## src/rtl/instr_decode_00_pkg.sv

```systemverilog
// instr_decode_00_pkg: opcodes, FSM encoding, ISA field positions and decode record
package instr_decode_00_pkg;
    localparam logic [5:0] OP_RTYPE = 6'h00;
    localparam logic [5:0] OP_ADDI  = 6'h08;
    localparam logic [5:0] OP_ANDI  = 6'h0C;
    localparam logic [5:0] OP_ORI   = 6'h0D;
    localparam logic [5:0] OP_LW    = 6'h23;
    localparam logic [5:0] OP_SW    = 6'h2B;
    localparam logic [5:0] OP_BEQ   = 6'h04;
    localparam logic [5:0] OP_J     = 6'h02;

    localparam int OP_HI  = 31;
    localparam int OP_LO  = 26;
    localparam int RS_HI  = 25;
    localparam int RS_LO  = 21;
    localparam int RT_HI  = 20;
    localparam int RT_LO  = 16;
    localparam int RD_HI  = 15;
    localparam int RD_LO  = 11;
    localparam int SH_HI  = 10;
    localparam int SH_LO  = 6;
    localparam int FN_HI  = 5;
    localparam int IMM_HI = 15;
    localparam int JA_HI  = 25;

    typedef enum logic [1:0] {
        IDLE   = 2'd0,
        DECODE = 2'd1,
        OUT    = 2'd2
    } state_t;

    typedef struct packed {
        logic [5:0]  opcode;
        logic [5:0]  funct;
        logic [4:0]  shamt;
        logic [4:0]  rd;
        logic [31:0] imm_ext;
        logic [25:0] jaddr;
        logic        reg_write;
        logic        mem_read;
        logic        mem_write;
        logic        is_branch;
        logic        is_jump;
        logic        illegal;
    } dec_t;
endpackage

```

## src/rtl/instr_decode_00_if.sv

```systemverilog
// instr_decode_00_if: fetch-side and execute-side handshakes of the decode stage
interface instr_decode_00_if;
    logic        if_valid;
    logic        if_ready;
    logic [31:0] if_instr;
    logic [4:0]  rs;
    logic [4:0]  rt;
    logic [4:0]  rd;
    logic [5:0]  opcode;
    logic [5:0]  funct;
    logic [4:0]  shamt;
    logic [31:0] imm_ext;
    logic [25:0] jaddr;
    logic        reg_write;
    logic        mem_read;
    logic        mem_write;
    logic        is_branch;
    logic        is_jump;
    logic        illegal;
    logic        id_valid;
    logic        id_ready;

    modport master (
        output if_valid, if_instr, id_ready,
        input  if_ready, rs, rt, rd, opcode, funct, shamt, imm_ext, jaddr,
               reg_write, mem_read, mem_write, is_branch, is_jump, illegal, id_valid
    );

    modport slave (
        input  if_valid, if_instr, id_ready,
        output if_ready, rs, rt, rd, opcode, funct, shamt, imm_ext, jaddr,
               reg_write, mem_read, mem_write, is_branch, is_jump, illegal, id_valid
    );
endinterface

```

## src/rtl/instr_field_decode.sv

```systemverilog
// instr_field_decode: combinational IR to control bits, destination index and immediate
module instr_field_decode
    import instr_decode_00_pkg::*;
(
    input  logic [31:0] ir,
    output dec_t        dec
);
    logic [5:0] op;
    logic       r_type, addi, andi, ori, lw, sw, beq, jmp, i_wr;
    logic [4:0] rd_r;

    assign op     = ir[OP_HI:OP_LO];
    assign r_type = op == OP_RTYPE;
    assign addi   = op == OP_ADDI;
    assign andi   = op == OP_ANDI;
    assign ori    = op == OP_ORI;
    assign lw     = op == OP_LW;
    assign sw     = op == OP_SW;
    assign beq    = op == OP_BEQ;
    assign jmp    = op == OP_J;
    assign i_wr   = addi || andi || ori || lw;
    assign rd_r   = r_type ? ir[RD_HI:RD_LO] : i_wr ? ir[RT_HI:RT_LO] : 5'd0;

    assign dec.opcode    = op;
    assign dec.funct     = r_type ? ir[FN_HI:0] : 6'd0;
    assign dec.shamt     = r_type ? ir[SH_HI:SH_LO] : 5'd0;
    assign dec.rd        = rd_r;
    assign dec.imm_ext   = (andi || ori) ? {16'd0, ir[IMM_HI:0]} : {{16{ir[IMM_HI]}}, ir[IMM_HI:0]};
    assign dec.jaddr     = ir[JA_HI:0];
    assign dec.reg_write = (r_type || i_wr) && (rd_r != 5'd0);
    assign dec.mem_read  = lw;
    assign dec.mem_write = sw;
    assign dec.is_branch = beq;
    assign dec.is_jump   = jmp;
    assign dec.illegal   = !(r_type || i_wr || sw || beq || jmp);
endmodule

```

## src/rtl/instr_decode_00.sv

```systemverilog
// instr_decode_00: instruction register, 3-state sequencing FSM and registered decode outputs
module instr_decode_00
    import instr_decode_00_pkg::*;
(
    input logic              clk,
    input logic              rst,
    instr_decode_00_if.slave bus
);
    state_t      state, state_nx;
    logic        run, take;
    logic [31:0] ir;
    dec_t        dec_c, dec_q;

    instr_field_decode u_field (.ir(ir), .dec(dec_c));

    assign bus.if_ready  = run && (state == IDLE || (state == OUT && bus.id_ready));
    assign bus.id_valid  = state == OUT;
    assign take          = bus.if_valid && bus.if_ready;
    assign bus.rs        = ir[RS_HI:RS_LO];
    assign bus.rt        = ir[RT_HI:RT_LO];
    assign bus.rd        = dec_q.rd;
    assign bus.opcode    = dec_q.opcode;
    assign bus.funct     = dec_q.funct;
    assign bus.shamt     = dec_q.shamt;
    assign bus.imm_ext   = dec_q.imm_ext;
    assign bus.jaddr     = dec_q.jaddr;
    assign bus.reg_write = dec_q.reg_write;
    assign bus.mem_read  = dec_q.mem_read;
    assign bus.mem_write = dec_q.mem_write;
    assign bus.is_branch = dec_q.is_branch;
    assign bus.is_jump   = dec_q.is_jump;
    assign bus.illegal   = dec_q.illegal;

    // Next state: DECODE lasts one cycle, OUT waits for execute, a fetch accept always enters DECODE
    always_comb begin
        state_nx = state;
        if (take) state_nx = DECODE;
        else if (state == DECODE) state_nx = OUT;
        else if (state == OUT && bus.id_ready) state_nx = IDLE;
        else if (state != OUT) state_nx = IDLE;
    end

    // State register; run keeps if_ready low until the first edge after reset release
    always_ff @(posedge clk or negedge rst) begin
        if (!rst) begin
            state <= IDLE;
            run   <= 1'b0;
        end else begin
            state <= state_nx;
            run   <= 1'b1;
        end
    end

    // IR loads on a fetch accept; decode results are captured at the end of DECODE
    always_ff @(posedge clk or negedge rst) begin
        if (!rst) begin
            ir    <= '0;
            dec_q <= '0;
        end else begin
            if (take) ir <= bus.if_instr;
            if (state == DECODE) dec_q <= dec_c;
        end
    end
endmodule

```

## src/flat_wrapper.sv

```systemverilog
// flat-port wrapper written by rule: the top's interface ports become plain ports
module instr_decode_00_flat import instr_decode_00_pkg::*;
  (clk, rst, bus_if_valid, bus_if_instr, bus_id_ready, bus_if_ready, bus_rs, bus_rt, bus_rd, bus_opcode, bus_funct, bus_shamt, bus_imm_ext, bus_jaddr, bus_reg_write, bus_mem_read, bus_mem_write, bus_is_branch, bus_is_jump, bus_illegal, bus_id_valid);
  instr_decode_00_if bus_i ();
  input logic clk;
  input logic rst;
  input wire logic [$bits(bus_i.if_valid)-1:0] bus_if_valid;
  input wire logic [$bits(bus_i.if_instr)-1:0] bus_if_instr;
  input wire logic [$bits(bus_i.id_ready)-1:0] bus_id_ready;
  output wire logic [$bits(bus_i.if_ready)-1:0] bus_if_ready;
  output wire logic [$bits(bus_i.rs)-1:0] bus_rs;
  output wire logic [$bits(bus_i.rt)-1:0] bus_rt;
  output wire logic [$bits(bus_i.rd)-1:0] bus_rd;
  output wire logic [$bits(bus_i.opcode)-1:0] bus_opcode;
  output wire logic [$bits(bus_i.funct)-1:0] bus_funct;
  output wire logic [$bits(bus_i.shamt)-1:0] bus_shamt;
  output wire logic [$bits(bus_i.imm_ext)-1:0] bus_imm_ext;
  output wire logic [$bits(bus_i.jaddr)-1:0] bus_jaddr;
  output wire logic [$bits(bus_i.reg_write)-1:0] bus_reg_write;
  output wire logic [$bits(bus_i.mem_read)-1:0] bus_mem_read;
  output wire logic [$bits(bus_i.mem_write)-1:0] bus_mem_write;
  output wire logic [$bits(bus_i.is_branch)-1:0] bus_is_branch;
  output wire logic [$bits(bus_i.is_jump)-1:0] bus_is_jump;
  output wire logic [$bits(bus_i.illegal)-1:0] bus_illegal;
  output wire logic [$bits(bus_i.id_valid)-1:0] bus_id_valid;
  assign bus_i.if_valid = bus_if_valid;
  assign bus_i.if_instr = bus_if_instr;
  assign bus_i.id_ready = bus_id_ready;
  assign bus_if_ready = bus_i.if_ready;
  assign bus_rs = bus_i.rs;
  assign bus_rt = bus_i.rt;
  assign bus_rd = bus_i.rd;
  assign bus_opcode = bus_i.opcode;
  assign bus_funct = bus_i.funct;
  assign bus_shamt = bus_i.shamt;
  assign bus_imm_ext = bus_i.imm_ext;
  assign bus_jaddr = bus_i.jaddr;
  assign bus_reg_write = bus_i.reg_write;
  assign bus_mem_read = bus_i.mem_read;
  assign bus_mem_write = bus_i.mem_write;
  assign bus_is_branch = bus_i.is_branch;
  assign bus_is_jump = bus_i.is_jump;
  assign bus_illegal = bus_i.illegal;
  assign bus_id_valid = bus_i.id_valid;
  instr_decode_00 u_core (.clk(clk), .rst(rst), .bus(bus_i));
endmodule
```

## config.mk

```make
export PLATFORM = sky130hd
export DESIGN_NAME = instr_decode_00_flat
export DESIGN_NICKNAME = d
export VERILOG_FILES = /design/src/rtl/instr_decode_00_pkg.sv /design/src/rtl/instr_decode_00_if.sv /design/src/rtl/instr_field_decode.sv /design/src/rtl/instr_decode_00.sv /design/src/flat_wrapper.sv
export SDC_FILE = /design/constraint.sdc
export NUM_CORES = 1
export LEC_CHECK = 0
export BUFFER_PORTS_ARGS = -buffer_cell sky130_fd_sc_hd__buf_2
export CORE_ASPECT_RATIO = 1.25
export CORE_MARGIN = 2
export CORE_UTILIZATION = 31
export CTS_CLUSTER_SIZE = 20
export DETAILED_ROUTE_END_ITERATION = 12
export PLACE_DENSITY = 0.51
export REMOVE_ABC_BUFFERS = 1
export SKIP_CTS_REPAIR_TIMING = 1
export SLEW_MARGIN = 20
export SYNTH_ARGS = -nofsm -noshare
export SYNTH_HDL_FRONTEND = slang
export SYNTH_SLANG_ARGS = --single-unit
```

## constraint.sdc

```tcl
create_clock -name clk -period 4.8 [get_ports clk]
set_clock_uncertainty 0.15 [all_clocks]
set_input_delay 0.24 -clock clk [delete_from_list [all_inputs] [get_ports clk]]
set_output_delay 0.24 -clock clk [all_outputs]
set_load 0.01 [all_outputs]
```

==> reports/summary.md <==
Floorplan
- 129 µm — Die Y
- 0.0134 mm² — die area
- 45 — number of rows created at floorplan
- 104 µm — Die Width
- 134 — num ports
- 0.0122 mm² — placeable core area
- 31.8% — Initial Util

Place
- 0.00439 mm² — area post-placement
- 0.687 — gpl congestion
- 607 — Placed Instances
- 5910 µm — sum of net half-perimeters after detailed placement
- 133 — buffers added on ports

Critical path
- flip-flop — CP Capture Type
- 36 — CP max FO
- reg2reg — category of the critical setup timing path
- 640 ps — delay of the slowest cell on the worst path
- 2690 ps — worst reg-to-reg setup slack
- u_core.state[1]$_DFFE_PN0P_ — r2r startpoint
- 2170 ps — data arrival at the endpoint of the critical path
- flip-flop — type of element launching the critical path
- sky130_fd_sc_hd__nand2b_2 — slowest stage cell, crit path
- 4 — logic depth of the worst register-to-register path
- nand2b_2 > buf_4 > nor2_1 > a32o_1 — cell-by-cell trace of the critical path
- u_core.bus.is_jump$_DFFE_PN0P_ — reg-to-reg critical path endpoint
- 4870 ps — Req. time, crit path

Pwr
- 28.7% — clock network fraction of design power
- 2.55 nW — LEAKAGE
- 26.1% — proportion of power drawn by combinational gates
- 484 mW/mm² — power per standard cell area
- 0.154 mV — peak ir drop on the vdd network
- 2.39 mW — overall power of the completed layout
- 45.1% — share of total power in sequential cells
- 1.64 mW — Int Power
- 758 µW — switching component of the power
- 31.7% — Net Sw Frac

Drt
- 0 — antenna viol nets, final
- 13.5 µm — average wire per cell in the routed design
- 0 — post-route DRC violation count
- 8760 µm — total wirelength of the detailed-routed design
- 4.37 — number of vias per cell after detailed routing
- 4 — length of the first detailed-routing pass in iterations
- 102 — initial DRC count
- 2837 — total vias in the final route

Finish
- 0 — count of inserted antenna diode cells
- 0.00225 mm² — footprint of the flip-flops and latches
- 0.00495 mm² — summed area of non-filler cells in the final layout
- 0.00123 mm² — combined area of the multi-input logic cells
- 649 — number of cells in the finished layout apart from fillers
- sky130_fd_sc_hd__buf_2 — commonest non-fill, non-tap cell in the layout
- 517 — nets
- 27.7% — synthesis-to-finish area growth
- 1233 — count of fill cells added during filler insertion
- 39.4% — fraction of layout cells with a size suffix above 1
- 40.7% — end-of-flow core utilization
- 132 x sky130_fd_sc_hd__buf_2, 113 x sky130_fd_sc_hd__nand2_1, 90 x sky130_fd_sc_hd__dfrtp_1 — most used cells in the layout excluding fill and tap cells

Run status
- complete, but fails checks — result of the run
- hold timing — violations in the final reports

GRT
- 13.3% — global routing usage summed across all routing layers
- 56 — pin count of the biggest net entering global routing
- 13900 µm — global-route wire length before repair
- 2646 — via count of the first global-routing pass
- 0 — antenna violations before repair
- 0 — GRT Residual Overflow

Yosys
- sky130_fd_sc_hd__dfrtp_1 — most used flip-flop cell after synthesis
- 0 — total number of yosys warnings
- 10.6 µm² — post-synthesis area per instance
- 0.00387 mm² — area of the mapped netlist
- 367 — gate count after technology mapping
- 90 — register bit total from synthesis
- 0 — EDFF count, synth
- 34 — Distinct cells, synth
- 58.2% — sequential-to-total area share from yosys stat
- 100% — Async S/R FF share, synth

Min path
- in2reg — type of the worst min-delay path
- u_core.ir[12]$_DFFE_PN0P_ — Worst Hold Path EP
- bus_if_instr[12] — launch point of the worst hold path
- 2 — depth of the worst hold-timing path

Run
- 0 — MaxCap Viol Count

Timing
- 2110 ps — time the final worst path needs with I/O delays and setup
- 0 — final-report max-slew violation count
- 40.5% — Slew headroom
- 0 ps — Sum Neg Setup Slack
- 43.9% — share of the clock period used by the worst path after layout
- 889 ps — Worst Tran Pin Value
- 2 — Final Hold Viols
- 475 MHz — Max Freq
- 0 — Final setup violation count
- false — RSZ-0062 raised after global routing
- -9.19 ps — Worst Hold Slack

CTS
- 60 ps — post-CTS clock slew at the launch and capture registers of the worst setup and hold paths
- done — CTS tree
- 330 ps — clock latency of the later-clocked register in the worst-skew pair
- sky130_fd_sc_hd__clkbuf_16 — cell chosen for the clock root
- 90 — sinks on the clock net
- 9 — clock buffer count from CTS
- 2 — number of buffers between clock root and the deepest sink
- 3 — H-tree depth reported by CTS

==> cell families after synthesis <==
logic type             synth area share (%)
buffers and inverters                  10.4
multiplexers                           9.82
other                                0.0968
AO/OA/AOI/OAI                          5.95
flip-flops                             58.2
AND/OR/NAND/NOR                        15.6
==> worst max-delay path by stage <==
stage	startpoint	to	slack [ps]
6_report	u_core.state[1]$_DFFE_PN0P_	u_core.bus.is_jump$_DFFE_PN0P_	2690
3_5_place_dp	u_core.state[1]$_DFFE_PN0P_	u_core.bus.is_jump$_DFFE_PN0P_	2700
2_1_floorplan	u_core.state[0]$_DFFE_PN0P_	u_core.bus.imm_ext[30]$_DFFE_PN0P_	2580
3_3_place_gp	u_core.state[1]$_DFFE_PN0P_	u_core.bus.is_jump$_DFFE_PN0P_	2740
4_1_cts	u_core.state[1]$_DFFE_PN0P_	u_core.bus.is_jump$_DFFE_PN0P_	2690
5_1_grt	u_core.state[1]$_DFFE_PN0P_	u_core.bus.is_jump$_DFFE_PN0P_	2520
==> metal layers <==
layer / global-route usage, % / part of all wire (%) / vias up
met1: 17.2 / 45 / 1361
met3: 2.74 / 4.2 / 12
met2: 21.7 / 50 / 73
met4: 5.96 / 1.7 / 0
met5: 0 / 0 / -
li1: - / - / 1391
==> stage by stage <==
| stage | hold slack, ps | worst slack (ps) |
|---|---|---|
| floorplan | -206 | 2580 |
| finish | -9.19 | 2690 |
| global route | 0.152 | 2520 |
| detailed placement | 79.2 | 2700 |
| CTS | -286 | 2690 |
| global placement | 78.6 | 2740 |
==> synth_stat cells, types with 2 or more instances <==
master / instances / area, µm²
sky130_fd_sc_hd__nand2_1: 114 / 428
sky130_fd_sc_hd__nand2b_1: 3 / 18.8
sky130_fd_sc_hd__a31oi_1: 2 / 12.5
sky130_fd_sc_hd__buf_4: 41 / 308
sky130_fd_sc_hd__or2_2: 3 / 18.8
sky130_fd_sc_hd__mux2_2: 32 / 360
sky130_fd_sc_hd__buf_2: 3 / 15.0
sky130_fd_sc_hd__o31ai_1: 6 / 45.0
sky130_fd_sc_hd__clkbuf_1: 11 / 41.3
sky130_fd_sc_hd__nand3_1: 2 / 10.0
sky130_fd_sc_hd__mux2i_1: 2 / 20.0
sky130_fd_sc_hd__or4_4: 2 / 22.5
sky130_fd_sc_hd__buf_1: 3 / 11.3
sky130_fd_sc_hd__a221oi_1: 2 / 17.5
sky130_fd_sc_hd__inv_1: 3 / 11.3
sky130_fd_sc_hd__nor2_1: 9 / 33.8
sky130_fd_sc_hd__a21oi_1: 3 / 15.0
sky130_fd_sc_hd__o21ai_0: 17 / 85.1
sky130_fd_sc_hd__nor3_1: 3 / 15.0
sky130_fd_sc_hd__nor2b_1: 3 / 18.8
sky130_fd_sc_hd__dfrtp_1: 90 / 2250
==> registers in the layout, summed over array words and instances, names as in the netlist <==
name	count
u_core.bus.is_jump	1
u_core.bus.imm_ext	1
u_core.run	1
u_core.state	2
u_core.ir	32
u_core.bus.rd	5
u_core.bus.jaddr	26
u_core.bus.shamt	5
u_core.bus.mem_read	1
u_core.bus.opcode	6
u_core.bus.illegal	1
u_core.bus.reg_write	1
u_core.bus.is_branch	1
u_core.bus.funct	6
u_core.bus.mem_write	1
==> final cells by class <==
type | instances | area share [%]
timing repair buffer | 163 | 19.4
tap | 164 | 4.15
sequential | 90 | 45.5
inverter | 3 | 0.228
multi-input combinational | 214 | 24.9
clock inverter | 3 | 0.810
clock buffer | 12 | 4.98
==> critical path: cells and delay by family (launching register included) <==
kind	cells	cell delay, ps
AND/OR/NAND/NOR	2	730
flip-flops	1	410
buffers and inverters	1	410
AO/OA/AOI/OAI	1	260
==> power groups by stage <==
stage / logic [mW] / registers (mW) / clock network [mW]
detailed placement: 0.619 / 1.10 / 0
CTS: 0.621 / 1.08 / 0.718
global route: 0.693 / 1.11 / 0.738
floorplan: 0.208 / 1.18 / 0
global placement: 0.618 / 1.09 / 0
finish: 0.626 / 1.08 / 0.688
Note: power is estimated with default switching activity, not from simulation.
